$ cat config.mk
export PLATFORM = sky130hd
export DESIGN_NAME = l0_skew_feeder
export DESIGN_NICKNAME = d
export VERILOG_FILES = /design/src/rtl/l0_skew_feeder_pkg.sv /design/src/rtl/l0_lane_fifo.sv /design/src/rtl/l0_skew_feeder.sv
export SDC_FILE = /design/constraint.sdc
export NUM_CORES = 1
export LEC_CHECK = 0
export BUFFER_PORTS_ARGS = -buffer_cell sky130_fd_sc_hd__buf_2
export CORE_ASPECT_RATIO = 1.25
export CORE_MARGIN = 5
export CORE_UTILIZATION = 62
export DETAILED_ROUTE_END_ITERATION = 8
export GPL_TIMING_DRIVEN = 0
export PLACE_DENSITY = 0.8
export SLEW_MARGIN = 5
export SYNTH_ARGS = -nofsm -noshare
export SYNTH_HDL_FRONTEND = slang
export SYNTH_SLANG_ARGS = --single-unit
$ cat constraint.sdc
create_clock -name clk -period 2.4 [get_ports clk]
set_clock_uncertainty 0.15 [all_clocks]
set_input_delay 0.24 -clock clk [delete_from_list [all_inputs] [get_ports clk]]
set_output_delay 0.24 -clock clk [all_outputs]
set_load 0.005 [all_outputs]
$ cat src/rtl/l0_skew_feeder_pkg.sv
// Shared definitions for the L0 skew feeder: default geometry, the array
// instruction encoding and the skew-stage record.
package l0_skew_feeder_pkg;

    localparam int BW_DEFAULT    = 4;
    localparam int ROW_DEFAULT   = 8;
    localparam int DEPTH_DEFAULT = 16;

    localparam int INST_W = 3;

    // Array instruction bits: bit2 output-stationary select,
    // bit1 execute / pass psum, bit0 load / accumulate.
    localparam logic [INST_W-1:0] INST_IDLE     = 3'b000;
    localparam logic [INST_W-1:0] INST_LOAD_ACC = 3'b001;
    localparam logic [INST_W-1:0] INST_EXEC     = 3'b010;
    localparam logic [INST_W-1:0] INST_OS_SEL   = 3'b100;

    // One slot of the skew shift register: a pending pop and its instruction.
    typedef struct packed {
        logic              valid;
        logic [INST_W-1:0] inst;
    } skew_stage_t;

    localparam skew_stage_t SKEW_IDLE = '{valid: 1'b0, inst: INST_IDLE};

endpackage

$ cat src/rtl/l0_lane_fifo.sv
// Single-lane FIFO with wrap-bit pointers. Push/pop are assumed already
// qualified by the caller against full/empty.
module l0_lane_fifo
    import l0_skew_feeder_pkg::*;
#(
    parameter int bw    = BW_DEFAULT,
    parameter int depth = DEPTH_DEFAULT
) (
    input  logic          clk,
    input  logic          reset,
    input  logic          push,
    input  logic          pop,
    input  logic [bw-1:0] wdata,
    output logic [bw-1:0] rdata,
    output logic          full,
    output logic          empty
);

    localparam int AW = $clog2(depth);
    localparam logic [AW:0] PTR_INC = 1;

    logic [AW:0]   wr_ptr;
    logic [AW:0]   rd_ptr;
    logic [bw-1:0] mem [depth];

    assign full  = (wr_ptr[AW-1:0] == rd_ptr[AW-1:0]) && (wr_ptr[AW] != rd_ptr[AW]);
    assign empty = (wr_ptr == rd_ptr);
    assign rdata = mem[rd_ptr[AW-1:0]];

    // Pointer advance; push and pop in the same cycle both take effect.
    always_ff @(posedge clk or negedge reset) begin
        // NOTE: sequential state uses <= so every register samples pre-edge values.
        if (!reset) begin
            wr_ptr <= '0;
            rd_ptr <= '0;
        end else begin
            if (push) wr_ptr <= wr_ptr + PTR_INC;
            if (pop)  rd_ptr <= rd_ptr + PTR_INC;
        end
    end

    // Storage write.
    always_ff @(posedge clk) begin
        // NOTE: storage is not reset; the pointers alone define which entries are live.
        if (push) mem[wr_ptr[AW-1:0]] <= wdata;
    end

endmodule

$ cat src/rtl/l0_skew_feeder.sv
// Feeds a systolic array's rows from per-row FIFOs. A read wave pops lane 0
// immediately and lane k k cycles later, carrying the array instruction along.
module l0_skew_feeder
    import l0_skew_feeder_pkg::*;
#(
    parameter int bw    = BW_DEFAULT,
    parameter int row   = ROW_DEFAULT,
    parameter int depth = DEPTH_DEFAULT
) (
    input  logic                  clk,
    input  logic                  reset,
    input  logic [row*bw-1:0]     in,
    input  logic                  wr,
    input  logic                  rd,
    input  logic [INST_W-1:0]     inst_in,
    output logic [row*bw-1:0]     out,
    output logic [row*INST_W-1:0] inst_out,
    output logic [row-1:0]        o_valid,
    output logic                  full,
    output logic                  empty
);

    logic [row-1:0]    lane_full;
    logic [row-1:0]    lane_empty;
    logic [row-1:0]    lane_pop;
    logic [bw-1:0]     lane_head [row];
    logic              push;

    // pend[k] is the pop request seen by lane k this cycle.
    skew_stage_t       pend   [row];
    skew_stage_t       skew_q [row-1];

    logic [bw-1:0]     out_q  [row];
    logic [INST_W-1:0] inst_q [row];

    // The last lane drains last, so it bounds writes; lane 0 pops first, so it bounds reads.
    assign full  = lane_full[row-1];
    assign empty = lane_empty[0];
    assign push  = wr & ~full;

    // Per-lane pop requests: lane 0 straight from rd, others from the skew chain.
    always_comb begin
        // NOTE: every output gets a default first so no path leaves a latch behind.
        pend[0]  = SKEW_IDLE;
        lane_pop = '0;
        if (rd && !empty) pend[0] = '{valid: 1'b1, inst: inst_in};
        for (int k = 1; k < row; k++) pend[k] = skew_q[k-1];
        for (int k = 0; k < row; k++) lane_pop[k] = pend[k].valid & ~lane_empty[k];
    end

    // Skew shift register: stage k carries the request for lane k+1.
    always_ff @(posedge clk or negedge reset) begin
        if (!reset) begin
            for (int k = 0; k < row-1; k++) skew_q[k] <= SKEW_IDLE;
        end else begin
            for (int k = 0; k < row-1; k++) skew_q[k] <= pend[k];
        end
    end

    // Registered lane outputs: data holds between pops, valid/inst are one-shot.
    always_ff @(posedge clk or negedge reset) begin
        if (!reset) begin
            o_valid <= '0;
            for (int k = 0; k < row; k++) begin
                out_q[k]  <= '0;
                inst_q[k] <= INST_IDLE;
            end
        end else begin
            for (int k = 0; k < row; k++) begin
                o_valid[k] <= lane_pop[k];
                inst_q[k]  <= lane_pop[k] ? pend[k].inst : INST_IDLE;
                if (lane_pop[k]) out_q[k] <= lane_head[k];
            end
        end
    end

    for (genvar k = 0; k < row; k++) begin : g_lane
        l0_lane_fifo #(
            .bw    (bw),
            .depth (depth)
        ) u_fifo (
            .clk   (clk),
            .reset (reset),
            .push  (push),
            .pop   (lane_pop[k]),
            .wdata (in[k*bw +: bw]),
            .rdata (lane_head[k]),
            .full  (lane_full[k]),
            .empty (lane_empty[k])
        );

        assign out[k*bw +: bw]             = out_q[k];
        assign inst_out[k*INST_W +: INST_W] = inst_q[k];

        // The last lane always holds the most entries, so no lane is full without it.
        a_full_order: assert property (@(posedge clk) disable iff (!reset)
            lane_full[k] |-> full);

        if (k > 0) begin : g_chk
            // A skewed pop must always find data in its lane.
            a_skew_data: assert property (@(posedge clk) disable iff (!reset)
                !(pend[k].valid && lane_empty[k]));
        end
    end

endmodule

* Word level (Yosys, flattened, before mapping) *
Memory sizes are Yosys's and may differ from the RTL's. A register that Yosys moved wholly into a read port is not among the register bits.
Cells that the tools add are included.

storage, ports and cells
  memories kept = 8
  memory bits (writable) = 512
  input bits = 39
  bits in read-only memories = 0
  logic and storage cells = 113
  latch bits = 0
  register bits after elaboration = 140

memories
  name                  words  bits a word  rd ports  clocked after memory_dff  write ports  line                source
  g_lane[0].u_fifo.mem  16     4            1         1                         1            l0_lane_fifo.sv:24  logic [bw-1:0] mem [depth];
  g_lane[1].u_fifo.mem  16     4            1         1                         1            l0_lane_fifo.sv:24
  g_lane[2].u_fifo.mem  16     4            1         1                         1            l0_lane_fifo.sv:24
  g_lane[3].u_fifo.mem  16     4            1         1                         1            l0_lane_fifo.sv:24
  g_lane[4].u_fifo.mem  16     4            1         1                         1            l0_lane_fifo.sv:24
  g_lane[5].u_fifo.mem  16     4            1         1                         1            l0_lane_fifo.sv:24
  2 more memories       -      -            -         -                         -            -

cells by class
  shift operators = 0
  reduce and logical (&&, ||, !) cells = 11
  divide/modulo/power cells = 0
  order comparisons = 0
  multipliers = 0
  $add $sub $neg = 16
  bitwise operators = 18
  equal/unequal tests = 10
  muxes and demuxes = 11

operator list
  operator                                     count
  adder 5 x 1 -> 5 bit, second input constant  16
  == test 5 bit                                8
  2-to-1 mux 3 bit                             8
  AND 1 bit                                    9
  logical NOT 1 bit                            9
  NOT 1 bit                                    9
  == test 4 bit                                1
  2-to-1 mux 4 bit                             1
  logical AND 1 bit                            2
  2-to-1 mux 1 bit                             2
  inequality test 1 bit                        1

* Logic depth before layout (Yosys ltp) *
  word-level depth = 6
  mapped depth = 8
  gate-level depth less buffers = 4

* Hierarchy *
A second synthesis with hierarchy kept.

second synthesis, totals
  cell total of the unflattened synthesis = 1514
  area total of the unflattened synthesis = 27720.3 µm²

by module, submodules not included
  module                                times used  area an instance (µm²)  cells an instance  sequential area each (µm²)
  l0_lane_fifo at g_lane[0].u_fifo ...  6           3084.2                  168                2172.1
  l0_lane_fifo at g_lane[7].u_fifo      1           3138.0                  170                2172.1
  l0_lane_fifo at g_lane[6].u_fifo      1           3116.7                  167                2172.1
  l0_skew_feeder                        1           2960.3                  169                2302.2

* Least setup slack after synthesis *
No wires, ideal clock.

  kind = flip-flop to flip-flop
  start point = register g_lane[7].u_fifo.rd_ptr[4]
  end point = memory g_lane[6].u_fifo.mem[3][0] (netlist name), enable pin
  setup time = 361 ps
  arrival = 1528 ps
  period minus slack after synthesis = 2040 ps
  data required time = 1889 ps
  slack = 360 ps
  stages on the path, launching flop included = 5
  cells stage by stage = dfrtp_1 -> xnor2_2 -> buf_2 -> o211ai_1 -> nor3_1

on the way
  cells in the longest elaborated chain, start to end = 6

ends and longest elaborated chain
  item                                    line                  source
  start, declared                         l0_lane_fifo.sv:23    logic [AW:0] rd_ptr;
  start signal, assigned                  l0_lane_fifo.sv:38    if (pop) rd_ptr <= rd_ptr + PTR_INC;
  inequality test 1 bit                   l0_lane_fifo.sv:26    assign full = (wr_ptr[AW-1:0] == rd_ptr[AW-1:0]) && (wr_ptr[AW] != rd_ptr[AW]);
  logical AND 1 bit                       l0_lane_fifo.sv:26
  NOT 1 bit                               l0_skew_feeder.sv:39  assign push = wr & ~full;
  AND 1 bit                               l0_skew_feeder.sv:39
  2-to-1 mux 1 bit                        l0_lane_fifo.sv:45    if (push) mem[wr_ptr[AW-1:0]] <= wdata;
  2-to-1 mux 1 bit (not written as such)  l0_lane_fifo.sv:45
  end, declared                           l0_lane_fifo.sv:24

Every way passes these cells.

* Worst setup path after layout *
  start point = register g_lane[7].u_fifo.rd_ptr[1]
  end point = output full

on the way
  cells in the longest elaborated chain, start to end = 2

ends and longest elaborated chain
  item               line                  source
  == test 4 bit      l0_lane_fifo.sv:26
  logical AND 1 bit  l0_lane_fifo.sv:26
  end, declared      l0_skew_feeder.sv:19  output logic full,

Every way passes these cells.

==> impl_metrics.json <==
{
  "core-area_um2": 45000,
  "syn_area_um2": 28100,
  "drt-wirelength-per-cell_um": 23.6,
  "p_switching_w": 0.0127,
  "synthDistinctLibCells": 37,
  "die_h_um": 248,
  "rows": 87,
  "syn_nets": 1642,
  "power.density_nw_per_um2": 1250,
  "netlist_top_cells_area": "edfxtp_1, dfrtp_1, mux4_2",
  "fin_crit_ns": 2.40,
  "grt_antenna_before_repair": 1,
  "synth_compound_area_share_pct": 2.89,
  "synth_top_family_by_area": "multiplexers",
  "p_leak_nw": 12.1,
  "grt_pass1_vias": 15600,
  "ant_nets": 0,
  "finalHoldViolations": 0,
  "fp.dieW_um": 200,
  "ctsLongestPathBuffers": 3,
  "r2r_slack_ns": 0.05,
  "crit_end": "full",
  "mostFrequentLayoutCells": "edfxtp_1, dfrtp_1, buf_2, mux4_2, and3_1",
  "antenna_cells": 0,
  "slew_viol_final": 0,
  "place_ws_ns": -0.575,
  "htree_levels": 3,
  "cts_made_buffers": 66,
  "crit_type": "reg2out",
  "setup_slack_ns": 0.00221,
  "rsz0062_at_grt": "yes",
  "die_area_um2": 49700,
  "avgSynthCellArea_um2": 18.0,
  "crit_path_max_fanout": 5,
  "clkLatencyLatePin_ns": 0.60,
  "routed_wl_mm": 57.2,
  "crit_start": "g_lane[7].u_fifo.rd_ptr[1]",
  "synth_mux_area_share_pct": 12.4,
  "clock_sinks": 684,
  "routed.top_layer": "met4",
  "grt_overflow": 0,
  "hold_class": "in2async",
  "combinationalPowerShare_pct": 34.5,
  "layout_commonest_cell": "edfxtp_1",
  "start_kind": "register",
  "viasPerCell": 6.10,
  "tightest_slew_ns": 0.922,
  "dp_hpwl_mm": 37.9,
  "io_pins": 105,
  "cts_tree": "built",
  "max-vdd-ir-drop_mv": 0.693,
  "p_int_w": 0.0277,
  "r2r_start": "g_lane[7].u_fifo.rd_ptr[0]",
  "grt_pass1_wl_mm": 89.1,
  "synthSimpleGateAreaFrac_pct": 6.63,
  "layout_worst_path_cycle_share_pct": 99.9,
  "root_buffer": "clkbuf_16",
  "first_iter_violations": 1209,
  "drive_above_1_share_pct": 26.6,
  "met3_length_mm": 3.38,
  "end_kind": "primary output",
  "start_util_pct": 62.4,
  "grt_start_max_net_pins": 97,
  "placed_area_um2": 29400,
  "rr_endpoint": "g_lane[6].u_fifo.mem[4][1]",
  "synthAdderAreaFrac_pct": 1.78,
  "crit_arrival_ns": 2.01,
  "yosysTopAreaCellShare_pct": 54.8,
  "synth-seq-area-share_pct": 70.1,
  "place_congestion": 0.825,
  "num-nets-final": 1874,
  "synth-xor-area-share_pct": 3.54,
  "p_seq_share_pct": 39.4,
  "syn_inst": 1563,
  "grt_usage_pct": 23.4,
  "setup_viol": 0,
  "clkPwrFrac_pct": 26.0,
  "ys_seq_elements": 684,
  "fmax_mhz": 417,
  "drtPass1Iterations": 5,
  "required_ns": 2.01,
  "vias": 14800,
  "outcome": "finished, final reports clean",
  "wl_met1_mm": 21.7,
  "switching_share_pct": 31.5,
  "yosysWarnings": 0,
  "drcViolationCount": 0,
  "synth_top_area_cell": "edfxtp_1",
  "max_cap_viol_count": 0,
  "route.met2.wl_mm": 30.5,
  "finalInstanceArea_um2": 32300,
  "clkTransAtPathRegs_ns": 0.06,
  "portBuffers": 103,
  "reg2reg_depth": 8,
  "relSlewSlack_pct": 38.5,
  "areaGrowthSynthToFinish_pct": 15.1
}
-- layer usage --
layer,vias to the layer above,GRT usage (%)
li1,6509,-
met1,7627,29.2
met2,555,41.6
met3,108,4.46
met4,0,8.81
met5,-,0
-- registers in the layout (all words and copies together), names as in the netlist --
| signal | flops |
|---|---|
| pend | 28 |
| g_lane.u_fifo.wr_ptr | 40 |
| g_lane.u_fifo.mem | 512 |
| g_lane.u_fifo.rd_ptr | 40 |
| inst_out | 24 |
| out | 32 |
| o_valid | 8 |
-- how the worst min path moves through the flow --
stage,endpoint,slack (ns),cells past startpoint,startpoint
floorplan,g_lane[0].u_fifo.rd_ptr[0],-0.21,0,reset
global placement,pend[1],0.21,0,pend[5]
detailed placement,g_lane[4].u_fifo.wr_ptr[2],0.12,1,reset
CTS,out[18],0.08,2,reset
global route,g_lane[4].u_fifo.wr_ptr[2],0.14,2,reset
finish,out[18],0.07,2,reset
-- final cells by class --
cell class | instances | area, µm²
plain buffers | 87 | 628
fillers | 2602 | 12700
clock inverters | 22 | 226
well taps | 578 | 723
inverters | 48 | 180
multi-input cells | 744 | 7760
flip-flops and latches | 684 | 19700
clock buffers | 100 | 2010
repair buffers | 164 | 1100
-- worst max-delay path: stages, from the launching register on --
cell and delay, ns:
dfrtp_1 0.40, buf_6 0.14, xnor2_2 0.13, nand4_1 0.17, buf_6 0.18, buf_12 0.12
nor2_4 0.14, buf_2 0.14
-- cells in the mapped netlist --
library cell,count
and4_1,3
nand2_1,39
o211ai_1,35
and2_1,21
buf_6,21
dfrtp_1,172
xnor2_1,92
clkbuf_2,3
mux2_2,31
a22oi_1,36
nor2_1,36
and4b_1,8
o21ai_4,6
o2111ai_1,7
clkbuf_1,28
xnor2_2,10
o21a_1,4
buf_4,1
edfxtp_1,512
mux4_2,122
xor2_1,3
o2111ai_2,6
nor3_1,7
buf_12,2
mux2_4,12
mux4_1,6
nand4_1,1
nand3_2,3
buf_2,26
and4bb_2,4
nor2b_1,42
inv_1,48
mux2_1,5
ha_1,40
nand3_1,60
buf_1,6
and3_1,105
-- stage by stage --
step                      utilization [%]  hold slack, ns  instances  setup TNS, ns  power (W)
after CTS                            71.5          0.0777       2414        -0.0980     0.0403
after global routing                 71.8           0.136       2427         -0.108     0.0424
after floorplan                         -          -0.206       1563              0     0.0255
final                                71.8          0.0746       2427              0     0.0404
after global placement               65.2           0.211       2244        -386.60     0.0288
after detailed placement             65.3           0.121       2245         -83.14     0.0293
-- kinds of logic (layout without fill, tap and decap cells) --
| logic type | after synthesis | after routing |
|---|---|---|
| mux | 176 | 176 |
| flops | 684 | 684 |
| simple gates | 329 | 329 |
| compound gates | 94 | 94 |
| xor+xnor | 105 | 105 |
| fa+ha+maj | 40 | 40 |
| buf+inv | 135 | 421 |
-- power groups by stage --
stage | logic, W | clock network [W] | registers [W]
floorplan | 0.00964 | 0 | 0.0159
global placement | 0.0128 | 0 | 0.0160
detailed placement | 0.0132 | 0 | 0.0161
CTS | 0.0138 | 0.0106 | 0.0159
global route | 0.0151 | 0.0112 | 0.0161
finish | 0.0140 | 0.0105 | 0.0159
-- repair_timing --
action,4_1_cts,5_1_grt
hold buffers,37,0
gates cloned,0,1
endpoints found under the hold margin,598,0
endpoints found under the setup margin,430,65
gates resized for setup,35,17
pin swaps,3,5
setup buffers,10,13
Power figures use the tool's default switching activity.
